**src/rtl/add_selftest_ctrl_pkg.sv**
```systemverilog
// add_selftest_ctrl_pkg: shared types and widths for the add block self-test controller
package add_selftest_ctrl_pkg;
  localparam int IDX_W = 5;
  localparam int OP_W  = 2;
  localparam int ERR_W = 6;
  localparam int CNT_W = 2;
  typedef enum logic [1:0] {IDLE, SETTLE, SAMPLE, DONE} state_t;
endpackage

```
**src/rtl/add_selftest_ctrl_golden_add2.sv**
```systemverilog
// golden_add2: reference 2-bit modulo-4 adder for expected sums
module golden_add2
  import add_selftest_ctrl_pkg::*;
(
  input  logic [OP_W-1:0] i_in0,
  input  logic [OP_W-1:0] i_in1,
  output logic [OP_W-1:0] o_sum
);
  assign o_sum = i_in0 + i_in1;
endmodule

```
**src/rtl/add_selftest_ctrl.sv**
```systemverilog
// add_selftest_ctrl: sweeps all 32 {sel,in0,in1} vectors through an add block and tallies failures
module add_selftest_ctrl
  import add_selftest_ctrl_pkg::*;
#(
  parameter int SETTLE_CYC = 1
) (
  input  logic             clk,
  input  logic             rst_n,
  input  logic             start,
  output logic [OP_W-1:0]  in0_add,
  output logic [OP_W-1:0]  in1_add,
  output logic             sel,
  input  logic [OP_W-1:0]  out0_add,
  input  logic             ok_add,
  output logic             busy,
  output logic             done,
  output logic             pass,
  output logic [ERR_W-1:0] err_cnt,
  output logic             first_fail_vld,
  output logic [IDX_W-1:0] first_fail_vec
);
  localparam logic [CNT_W-1:0] LOAD = CNT_W'(SETTLE_CYC - 1);
  state_t           r_state;
  logic [IDX_W-1:0] r_idx;
  logic [CNT_W-1:0] r_cnt;
  logic             r_busy;
  logic             r_done;
  logic             r_pass;
  logic [ERR_W-1:0] r_err;
  logic             r_ffv;
  logic [IDX_W-1:0] r_ffvec;
  logic [OP_W-1:0]  w_exp;
  logic             w_fail;
  logic [ERR_W-1:0] w_err_nxt;
  golden_add2 u_gold (.i_in0(r_idx[3:2]), .i_in1(r_idx[1:0]), .o_sum(w_exp));
  assign w_fail    = !ok_add || (out0_add != w_exp);
  assign w_err_nxt = r_err + ERR_W'(w_fail);
  // operands come straight from the index flop so the add block only ever sees registered values
  assign sel            = r_idx[4];
  assign in0_add        = r_idx[3:2];
  assign in1_add        = r_idx[1:0];
  assign busy           = r_busy;
  assign done           = r_done;
  assign pass           = r_pass;
  assign err_cnt        = r_err;
  assign first_fail_vld = r_ffv;
  assign first_fail_vec = r_ffvec;
  always_ff @(posedge clk or negedge rst_n) begin
    if (!rst_n) begin
      r_state <= IDLE;
      r_idx   <= '0;
      r_cnt   <= '0;
      r_busy  <= 1'b0;
      r_done  <= 1'b0;
      r_pass  <= 1'b0;
      r_err   <= '0;
      r_ffv   <= 1'b0;
      r_ffvec <= '0;
    end else begin
      case (r_state)
        IDLE, DONE: if (start) begin
          r_state <= SETTLE;
          r_idx   <= '0;
          r_cnt   <= LOAD;
          r_busy  <= 1'b1;
          r_done  <= 1'b0;
          r_pass  <= 1'b0;
          r_err   <= '0;
          r_ffv   <= 1'b0;
          r_ffvec <= '0;
        end
        SETTLE: if (r_cnt == '0) r_state <= SAMPLE; else r_cnt <= r_cnt - CNT_W'(1);
        SAMPLE: begin
          r_err <= w_err_nxt;
          if (w_fail && !r_ffv) begin
            r_ffv   <= 1'b1;
            r_ffvec <= r_idx;
          end
          if (r_idx == '1) begin
            r_state <= DONE;
            r_busy  <= 1'b0;
            r_done  <= 1'b1;
            r_pass  <= (w_err_nxt == '0);
          end else begin
            r_state <= SETTLE;
            r_idx   <= r_idx + IDX_W'(1);
            r_cnt   <= LOAD;
          end
        end
        default: r_state <= IDLE;
      endcase
    end
  end
endmodule

```
**config.mk**
```make
export PLATFORM = sky130hd
export DESIGN_NAME = add_selftest_ctrl
export DESIGN_NICKNAME = d
export VERILOG_FILES = /design/src/rtl/add_selftest_ctrl_pkg.sv /design/src/rtl/add_selftest_ctrl_golden_add2.sv /design/src/rtl/add_selftest_ctrl.sv
export SDC_FILE = /design/constraint.sdc
export NUM_CORES = 1
export LEC_CHECK = 0
export CORE_MARGIN = 4
export CORE_UTILIZATION = 40
export DETAILED_ROUTE_END_ITERATION = 8
export PLACE_DENSITY = 0.7
export SLEW_MARGIN = 20
export SYNTH_ARGS = -nofsm -noshare
export SYNTH_HDL_FRONTEND = slang
export SYNTH_SLANG_ARGS = --single-unit
```
**constraint.sdc**
```tcl
create_clock -name clk -period 4.5 [get_ports clk]
set_clock_uncertainty 0.05 [all_clocks]
set_input_delay 1.125 -clock clk [delete_from_list [all_inputs] [get_ports clk]]
set_output_delay 1.125 -clock clk [all_outputs]
set_load 0.02 [all_outputs]
```
Word level (Yosys, flattened, before mapping) --
Index checks and enable logic that the tools add are counted.
Storage, ports and cells: output and inout port bits 20, word-level logic and storage cells 64, input bits 6, register bits after elaboration 24
Cells by class: multiplexer cells 25, add/sub/neg operators 4, eq/ne operators 11, reduce and logical (&&, ||, !) cells 15
Operator list (number):
- $pmux 5 s2 | 2
- $mux 5 | 3
- $mux 2 | 6
- $ne 2x2->1 const B | 6
- $pmux 2 s3 | 2
- $pmux 6 s2 | 1
- $reduce_and 3->1 | 4
- $pmux 1 s2 | 4
- $add 6x1->6 | 1
- $logic_not 6->1 | 1
- $mux 1 | 6
- $mux 6 | 1
- $add 5x1->5 const B | 1
- $eq 5x5->1 const B | 1
- $eq 2x2->1 const B | 2
- $logic_not 2->1 | 2
- $reduce_and 2->1 | 2
- $add 2x2->2 | 1
- $eq 2x1->1 const B | 1
- $logic_not 1->1 | 2
- $ne 2x2->1 | 1
- $reduce_bool 2->1 | 1
- $reduce_or 2->1 | 1
- $sub 2x1->2 const B | 1
- other kinds (2) | 2

Depth between registers and ports, before layout --
Gate-level depths: netlist (run 1).
depth in word-level cells 7, depth in mapped cells 10, gate-level depth less buffers 10

Hierarchy --
Synthesis (run 1) repeated with hierarchy kept, for this count alone.
Unflattened totals: cell total of the unflattened synthesis 157, area, all modules 1445.1 sq um
By module, submodules not included:
- add_selftest_ctrl | area each 1408.9 sq um, seq. area each 600.6 sq um, instances 1, cells an instance 155
- golden_add2 | area each 36.3 sq um, seq. area each 0.0 sq um, instances 1, cells an instance 2

Least setup slack after synthesis (run 1) --
OpenSTA, ideal clock, no wires.
path kind in2reg, start point input out0_add[1], end point register r_pass (netlist: pass), stages on the path 8, library setup time 0.095 ns, path buffers 0, required time 4.355 ns, slack 1.770 ns, data arrival time 2.584 ns, cell sequence xnor2_1 > xnor2_1 > nand2_1 > ha_1 > ha_1 > nor4_1 > nand3_1 > o31ai_1
Between the ends: word-level cells in the longest chain between the ends 6
Ends and longest elaborated chain:
- start: declaration | RTL line add_selftest_ctrl.sv:13 | input logic [OP_W-1:0] out0_add,
- $ne 2x2->1 | RTL line add_selftest_ctrl.sv:36 | assign w_fail = !ok_add || (out0_add != w_exp);
- $logic_or 1x1->1 | RTL line add_selftest_ctrl.sv:36
- $add 6x1->6 | RTL line add_selftest_ctrl.sv:37 | assign w_err_nxt = r_err + ERR_W'(w_fail);
- $logic_not 6->1 | RTL line add_selftest_ctrl.sv:83 | r_pass <= (w_err_nxt == '0);
- $mux 1 | RTL line add_selftest_ctrl.sv:79 | if (r_idx == '1) begin
- $pmux 1 s2 | RTL line add_selftest_ctrl.sv:60 | case (r_state)
- end signal: assignment | RTL line add_selftest_ctrl.sv:83
- end: declaration | RTL line add_selftest_ctrl.sv:28 | logic r_pass;
No other way between the ends. The select of a mux whose other input is x is not followed. A chain may end at the register's enable or synchronous reset.

Final worst setup path (run 1) --
Same ends and word-level chain as after synthesis.

==> flow_summary_export.csv, run 1 <==
group,metric,value,unit
setup_path,path_max_fanout,3,
timing,period_needed,3.09,ns
die,die_w,64.7,um
power,total_leakage_power,0.693,nW
final_layout,utilization,0.526,
global_routing,track_usage,0.145,
timing,slew_violations,0,
logic_synthesis,yosys-top-cells-area,"dfrtp_1, ha_1, a22o_1, nand2_1, o21ai_0",
setup_path,rr_endpoint,"pass",
final_layout,multi_input_area,646,um^2
final_layout,fill_cells,283,
timing,rsz0062_at_grt,"false",
cts,clock-root-buffer,"clkbuf_4",
timing,finalSetupTns,0,ns
route,antenna_left,0,
final_layout,antenna_cells,0,
outcome,outcome,"completed",
cts,clk_latency,0.32,ns
global_routing,grt_pass1_vias,1049,
logic_synthesis,synth_area,0.00128,mm^2
logic_synthesis,yosysSeqAreaShare,0.467,
setup_path,timing.rr.start,"r_idx[2]",
setup_path,worstSetupPathDepth,9,
setup_path,rrSetupSlack,1.92,ns
cts,post_cts_buffers,0,
logic_synthesis,ys_ff_latch,24,
route,via_count,1013,
power,vdd_drop_max,0.000173,V
logic_synthesis,ys_warn_count,0,
place,dp_hpwl,2070,um
die,die_area,0.00418,mm^2
route,drt_iter0_markers,56,
final_layout,regArea,601,um^2
route,drtPass1Iterations,4,
cts,cts-htree-levels,1,
cts,cts_tree,"done",
setup_path,crit_slowest_cell,"clkdlybuf4s50_1",
final_layout,nNetsFinal,168,
place,portBuffers,25,
cts,cts_made_buffers,3,
die,rows,20,
place,gp_congestion,0.791,
global_routing,antenna_found_initial,0,
route,viasPerCell,5.17,
setup_path,path_buf_inv,1,
setup_path,endpoint_kind,"flip-flop",
route,wirelength,2680,um
die,coreArea,0.00305,mm^2
setup_path,critical_path_class,"in -> reg",
setup_path,cp.required,4.68,ns
run,cap_viol_max_count,0,
logic_synthesis,yosysMostFrequentCell,"dfrtp_1",
min_path,min_from,"pass",
logic_synthesis,ys_async_sr_fraction,1.00,
logic_synthesis,syn_nets,141,
min_path,whs_path_depth,2,
logic_synthesis,synth_top_area_cell,"dfrtp_1",
global_routing,grt_pass1_wl,4860,um
timing,slew_headroom,0.643,
cts,clock-sinks,24,
setup_path,slowest_delay,0.43,ns
setup_path,start_kind,"primary input",
timing,hold_violations,0,
cts,cts_max_path_buffers,2,
setup_path,crit_chain,"clkdlybuf4s50_1, xnor2_1, xnor2_1, nand2_1, ha_1, ha_1, nor4_1, nand3_1, o31ai_1",
cts,ctsHoldBuffers,0,
cts,clkSlewWorstSetupHoldPaths,0.13,ns
route,wl_per_cell,13.7,um
logic_synthesis,syn_inst,126,
min_path,min_to,"pass",
route,drc,0,
global_routing,grt_max_degree,25,
timing,post-route-period-util,0.687,
logic_synthesis,synth_top_flop_cell,"dfrtp_1",
die,dieHeight,64.7,um
cts,cts-resized-gates,0,
power,power_density,386,mW/mm^2
timing,worstMarginPinSlew,0.536,ns
logic_synthesis,synth_top_area_share,0.467,
logic_synthesis,ys_top_cells_by_count,"dfrtp_1, nand2_1, a22o_1, ha_1, o21ai_0",
die,ios,26,
logic_synthesis,synth_edf_count,0,
logic_synthesis,syn_avg_cell_area,10.2,um^2
logic_synthesis,synth_cell_types,29,
setup_path,cp_top_family,"simple AND/OR/NAND/NOR gates",
final_layout,area_growth,24.9,%
die,start_util,0.421,
min_path,holdCritPathClass,"reg -> reg",
timing,fmax,0.324,GHz
final_layout,final_layout_size_suffix_gt1_frac,0.0658,
setup_path,arrival,3.27,ns
timing,setup_viol,0,
global_routing,overflow,0,
setup_path,r2r_cells,9,
setup_path,critPathLaunch,"out0_add[1]",
-- worst max path at each step --
stage,to,slack [ns]
6_report,pass,1.41
3_3_place_gp,pass,1.20
2_1_floorplan,pass,1.77
5_1_grt,pass,1.34
3_5_place_dp,pass,1.10
4_1_cts,pass,1.42
-- logic make-up (layout without fill, tap and decap cells) --
kind of cell	count (synthesis)	in the layout	share of synthesized area
adder cells (fa/ha/maj)	9	9	0.0876
buffers and inverters	9	35	0.0302
XOR/XNOR	10	10	0.0682
flip-flops	24	24	0.467
AND/OR/NAND/NOR	42	42	0.156
multiplexers	2	2	0.0166
AO/OA/AOI/OAI	30	30	0.174
-- final cells by class --
type,instances,share of cell area
multi-input cells,93,0.402
flip-flops and latches,24,0.374
repair buffers,25,0.153
well taps,44,0.0343
clock buffers,4,0.0226
inverters,6,0.0140
-- power by group --
| group | switching, mW | total (mW) | leakage [nW] | internal (mW) |
|---|---|---|---|---|
| logic | 0.103 | 0.211 | 0.380 | 0.108 |
| clock network | 0.0690 | 0.118 | 0.0210 | 0.0495 |
| registers | 0.0399 | 0.289 | 0.292 | 0.250 |
-- flip-flops by register name, indices dropped and copies added (netlist names) --
name,count
first_fail_vec,5
busy,1
done,1
first_fail_vld,1
err_cnt,6
pass,1
r_state,2
r_cnt,2
r_idx,5
-- worst min-delay path: stages (launching register included) --
cell and delay [ns]:
dfrtp_1 0.37, nand2_1 0.05, o31ai_1 0.06
-- cells in the final DEF (no fill, tap or decap) --
cell type and instances:
o32ai_1 1, nor4_1 1, o31ai_1 1, or2_2 2, clkbuf_8 1, and2_1 2, clkdlybuf4s50_1 24, mux2_2 1
o21ai_2 1, o21a_1 1, nand2b_1 3, and3_1 4, a211oi_2 1, mux2i_1 1, inv_1 6, nor2_1 4
o21ai_0 9, xnor2_1 5, a32o_1 3, buf_2 1, xor2_1 5, nand2_1 18, ha_1 9, nand3b_1 1
a311o_1 1, a22o_1 9, a21oi_1 3, clkbuf_4 3, dfrtp_1 24, nand3_1 7
-- layer usage --
| layer | GRT usage | part of all wire |
|---|---|---|
| met1 | 0.194 | 0.49 |
| met2 | 0.236 | 0.45 |
| met3 | 0.0277 | 0.046 |
| met4 | 0.0475 | 0.013 |
| met5 | 0 | 0 |
-- stage by stage --
stage,worst slack (ns),power (mW),area (um^2),cells,hold WS (ns)
6_report,1.41,0.619,1610,196,0.462
5_1_grt,1.34,0.652,1610,196,0.493
4_1_cts,1.42,0.621,1610,196,0.474
3_5_place_dp,1.10,0.506,1570,192,0.441
3_3_place_gp,1.20,0.502,1570,192,0.421
2_1_floorplan,1.77,0.406,1280,126,0.423
(Power assumes the default switching activity.)
==> inputs of run 2 (changes only) <==
--- a/config.mk
+++ b/config.mk
@@ -8,7 +8,7 @@
 export CORE_MARGIN = 4
 export CORE_UTILIZATION = 40
 export DETAILED_ROUTE_END_ITERATION = 8
-export PLACE_DENSITY = 0.7
+export PLACE_DENSITY = 0.72
 export SLEW_MARGIN = 20
 export SYNTH_ARGS = -nofsm -noshare
 export SYNTH_HDL_FRONTEND = slang
==> constraint.sdc (replaced) <==
create_clock -name clk -period 2.6 [get_ports clk]
set_clock_uncertainty 0.05 [all_clocks]
set_input_delay 0.65 -clock clk [delete_from_list [all_inputs] [get_ports clk]]
set_output_delay 0.65 -clock clk [all_outputs]
set_load 0.02 [all_outputs]
==> run 2 against run 1 <==
Count of clock-buffer cells in the layout is the same. Final cell count grew 5.1%. Global-route usage grew 1.2 points. Total power grew 89%. Routed wire length grew 18%. Critical endpoint unchanged. Largest cell class unchanged. Highest routed layer unchanged.
==> flow_summary_export.csv, run 2 (same netlist as run 1, synthesis figures left out) <==
group,metric,value,unit
outcome,outcome,"completed",
cts,cts_max_path_buffers,2,
setup_path,timing.rr.start,"r_idx[2]",
final_layout,nNetsFinal,178,
global_routing,track_usage,0.158,
route,drt_iter0_markers,52,
min_path,holdCritPathClass,"reg -> reg",
final_layout,final_layout_size_suffix_gt1_frac,0.167,
timing,period_needed,2.48,ns
final_layout,area_growth,35.1,%
cts,cts_tree,"done",
timing,worstMarginPinSlew,0.451,ns
timing,fmax,0.403,GHz
cts,cts-htree-levels,1,
setup_path,rr_endpoint,"pass",
global_routing,grt_pass1_wl,5130,um
timing,hold_ws,0.456,ns
power,vdd_drop_max,0.000358,V
route,drc,0,
place,dp_hpwl,2280,um
die,dieHeight,64.7,um
die,ios,26,
setup_path,endpoint_kind,"flip-flop",
setup_path,r2r_cells,10,
timing,setup_viol,0,
global_routing,grt_pass1_vias,1137,
setup_path,crit_top_cell,"ha_2",
cts,clock-root-buffer,"clkbuf_4",
route,met2_length,1590,um
timing,post-route-period-util,0.954,
global_routing,overflow,0,
place,portBuffers,25,
route,antenna_left,0,
setup_path,arrival,2.67,ns
setup_path,crit_chain,"clkdlybuf4s50_1, xnor2_1, and2_4, nand2_1, ha_2, ha_2, xor2_2, nor4_4, nand3_1, o31ai_1",
die,rows,20,
timing,slew_violations,0,
die,start_util,0.421,
route,via_count,1093,
setup_path,path_max_fanout,3,
setup_path,crit_path_end,"pass",
route,viasPerCell,5.31,
cts,cts_made_buffers,3,
global_routing,antenna_found_initial,0,
timing,slew_headroom,0.699,
setup_path,critical_path_class,"in -> reg",
run,cap_viol_max_count,0,
setup_path,start_kind,"primary input",
route,wl_per_cell,15.3,um
setup_path,rrSetupSlack,0.12,ns
route,top_layer,"met4",
timing,hold_violations,0,
final_layout,antenna_cells,0,
setup_path,slowest_delay,0.48,ns
cts,ctsHoldBuffers,0,
power,total_leakage_power,0.762,nW
route,wirelength,3160,um
die,die_area,0.00418,mm^2
setup_path,crit_slowest_cell,"clkdlybuf4s50_1",
global_routing,grt_max_degree,25,
route,dr_wl_met3,155,um
die,die_w,64.7,um
place,numPlacedInstances,199,
die,coreArea,0.00305,mm^2
final_layout,largest_reg_flops,6,
cts,clkSlewWorstSetupHoldPaths,0.14,ns
cts,clock-sinks,24,
power,power_density,675,mW/mm^2
cts,clk_latency,0.34,ns
place,gp_congestion,0.800,
setup_path,cp.required,2.79,ns
final_layout,mostFrequentLayoutCells,"dfrtp_1, clkdlybuf4s50_1, nand2_1",
route,drtPass1Iterations,4,
route,met1_length,1360,um
setup_path,critPathLaunch,"out0_add[0]",
final_layout,finalNonFillerCells,206,
-- run 2: changes by cell type in the layout (fill, tap and decap cells not counted), moves of 2 or more --
cell | before | now
buf_4 | 0 | 10
ha_1 | 9 | 6
ha_2 | 0 | 3
xnor2_1 | 5 | 3
xnor2_2 | 0 | 2
-- run 2: cell type report --
type	count	area (um^2)
fillers	288	1320
repair buffers	35	328
inverters	6	22.5
clock buffers	4	36.3
flip-flops and latches	24	601
multi-input cells	93	693
well taps	44	55.1
-- run 2: layer usage --
| metal | vias up | global-route usage |
|---|---|---|
| met5 | - | 0 |
| met1 | 543 | 0.199 |
| met2 | 27 | 0.254 |
| met4 | 0 | 0.0739 |
| li1 | 516 | - |
| met3 | 7 | 0.0381 |
-- run 2: how the worst min path moves through the flow --
| stage | start | endpoint | slack (ns) | cells after the start |
|---|---|---|---|---|
| after detailed placement | pass | pass | 0.43 | 2 |
| after floorplan | rst_n | busy | 0.30 | 0 |
| final | busy | busy | 0.46 | 2 |
| after global placement | pass | pass | 0.42 | 2 |
| after global routing | done | done | 0.50 | 2 |
| after CTS | pass | pass | 0.46 | 2 |
-- run 2: through the flow --
stage	cell area (um^2)	TNS (ns)	total power [mW]	utilization	worst slack [ns]
after floorplan	1280	0	0.702	-	0.252
after global placement	1630	-0.202	0.891	0.533	-0.202
after detailed placement	1630	-0.485	0.905	0.533	-0.398
after CTS	1670	0	1.12	0.547	0.0143
after global routing	1740	-0.0865	1.23	0.568	-0.0865
final	1740	0	1.17	0.568	0.119
-- run 2: repair_timing --
item | CTS | global route
setup buffers | 0 | 3
pin swaps | 1 | 6
cloned | 0 | 0
setup endpoints to repair | 1 | 1
resized for setup | 1 | 9
-- run 2: critical path: cells and delay by family --
kind | cells | cell delay, ns
and+or+nand+nor | 4 | 0.63
buffers and inverters | 1 | 0.48
AOI/OAI and AO/OA | 1 | 0.25
xor gates and xnor gates | 2 | 0.27
adders and majority gates | 2 | 0.38
-- run 2: where the power goes --
| part | switching, mW | leakage (nW) | internal (mW) |
|---|---|---|---|
| sequential | 0.0738 | 0.292 | 0.432 |
| clock | 0.128 | 0.0210 | 0.0859 |
| combinational | 0.218 | 0.449 | 0.234 |
==> inputs of run 3 (changes only) <==
--- a/config.mk
+++ b/config.mk
@@ -9,6 +9,7 @@
 export CORE_UTILIZATION = 40
 export DETAILED_ROUTE_END_ITERATION = 8
 export PLACE_DENSITY = 0.72
+export REMOVE_ABC_BUFFERS = 1
 export SLEW_MARGIN = 20
 export SYNTH_ARGS = -nofsm -noshare
 export SYNTH_HDL_FRONTEND = slang
==> run 3 against run 2 <==
First-iteration DRC count fell by 21%. Final cell count fell by 0.97%. Non-clock buffer count fell by 2. Worst hold slack got worse by 0.0013 ns. Critical path type unchanged. Critical endpoint unchanged. Largest cell class unchanged.
==> flow_summary_export.csv, run 3 (same netlist as run 1, synthesis figures left out) <==
group,metric,value,unit
outcome,outcome,"completed",
global_routing,antenna_found_initial,0,
final_layout,antenna_cells,0,
final_layout,largest_reg_flops,6,
setup_path,timing.rr.start,"r_idx[0]",
timing,rsz0062_at_grt,"false",
setup_path,critPathLaunch,"out0_add[1]",
final_layout,nNetsFinal,176,
place,dp_slack,-0.167,ns
setup_path,crit_chain,"clkdlybuf4s50_1, xnor2_1, xnor2_1, nand2_1, ha_1, ha_1, nor4_2, nand3_1, o31ai_1",
route,drtPass1Iterations,4,
timing,finalSetupTns,0,ns
setup_path,path_buf_inv,1,
timing,period_needed,2.41,ns
final_layout,final_layout_size_suffix_gt1_frac,0.119,
cts,cts-htree-levels,1,
setup_path,start_kind,"primary input",
place,placed_cell_area,0.00163,mm^2
cts,clkSlewWorstSetupHoldPaths,0.14,ns
cts,ctsHoldBuffers,0,
timing,slew_violations,0,
timing,setup_viol,0,
setup_path,arrival,2.62,ns
setup_path,crit_slowest_cell,"clkdlybuf4s50_1",
setup_path,rr_endpoint,"pass",
timing,slew_headroom,0.702,
place,gp_congestion,0.804,
die,die_area,0.00418,mm^2
die,dieHeight,64.7,um
setup_path,cp_top_family,"adder cells",
min_path,holdCritPathClass,"reg -> reg",
final_layout,utilization,0.555,
timing,hold_violations,0,
place,portBuffers,25,
global_routing,grt_pass1_vias,1062,
final_layout,mostFrequentLayoutCells,"clkdlybuf4s50_1, dfrtp_1, nand2_1",
timing,post-route-period-util,0.928,
die,rows,20,
cts,cts_tree,"done",
timing,worstMarginPinSlew,0.447,ns
route,antenna_left,0,
setup_path,crit_path_end,"pass",
route,drc,0,
route,wl_per_cell,14.3,um
setup_path,path_max_fanout,2,
cts,clock-root-buffer,"clkbuf_4",
setup_path,critical_path_class,"in -> reg",
cts,cts_max_path_buffers,2,
timing,fmax,0.414,GHz
route,drt_iter0_markers,41,
power,total_leakage_power,0.738,nW
cts,clock-sinks,24,
cts,clk_latency,0.33,ns
die,ios,26,
power,vdd_drop_max,0.000366,V
setup_path,r2r_cells,9,
die,start_util,0.421,
setup_path,slowest_delay,0.47,ns
timing,hold_ws,0.455,ns
run,cap_viol_max_count,0,
die,coreArea,0.00305,mm^2
global_routing,grt_max_degree,25,
setup_path,cp.required,2.80,ns
route,via_count,1048,
timing,timing.final.ws_setup,0.187,ns
global_routing,grt_pass1_wl,4690,um
setup_path,endpoint_kind,"flip-flop",
final_layout,area_growth,31.8,%
place,dp_hpwl,2170,um
setup_path,worstSetupPathDepth,9,
die,die_w,64.7,um
final_layout,final_common_cell,"clkdlybuf4s50_1",
route,wirelength,2910,um
cts,cts_made_buffers,3,
route,viasPerCell,5.14,
global_routing,overflow,0,
final_layout,final_cell_area,0.00169,mm^2
global_routing,track_usage,0.146,
setup_path,rrSetupSlack,0.22,ns
power,power_density,701,mW/mm^2
==> run 3: worst min-delay path by stage <==
stage                     slack, ns         startpoint  depth (start not counted)                end
final                          0.45               pass                          2               pass
after global routing           0.49  first_fail_vec[3]                          1  first_fail_vec[3]
after CTS                      0.46               pass                          2               pass
after detailed placement       0.42               pass                          2               pass
after global placement         0.42               pass                          2               pass
after floorplan                0.30              rst_n                          0               busy
==> run 3: layer usage <==
metal,wire length [um],part of all wire,up-vias,track usage
met1,1340,0.46,491,0.168
met5,0,0,-,0
met2,1340,0.46,30,0.254
li1,-,-,516,-
met4,90,0.031,0,0.0792
met3,133,0.046,11,0.0277
==> run 3: timing repair <==
item,4_1_cts,5_1_grt
setup endpoints to repair,0,1
gates resized for setup,0,2
hold endpoints to repair,0,0
buffers inserted,0,1
==> run 3: worst register-to-register path: stages (launching register included) <==
cell and delay (ns):
dfrtp_2 0.45, ha_1 0.30, xnor2_1 0.15, and2_1 0.17, nand2_1 0.07, ha_1 0.20
ha_1 0.30, nor4_2 0.29, nand3_1 0.12, o31ai_1 0.20
==> run 3: final cells by class <==
cell class	count	area, um^2
clock buffer	3	22.5
clock inverter	1	30.0
fill	290	1360
inverter	6	22.5
multi-input combinational	93	652
sequential	24	602
tap	44	55.1
timing repair buffer	33	310
==> run 3: metrics by stage <==
step                std cells  power (mW)
floorplan                 123       0.702
global placement          199       0.896
detailed placement        199       0.903
CTS                       203        1.19
global route              204        1.25
finish                    204        1.19
==> run 3: power breakdown <==
part	internal (mW)	leakage [nW]	switching (mW)
Clock	0.156	0.0279	0.125
Sequential	0.432	0.291	0.0701
Combinational	0.209	0.419	0.196
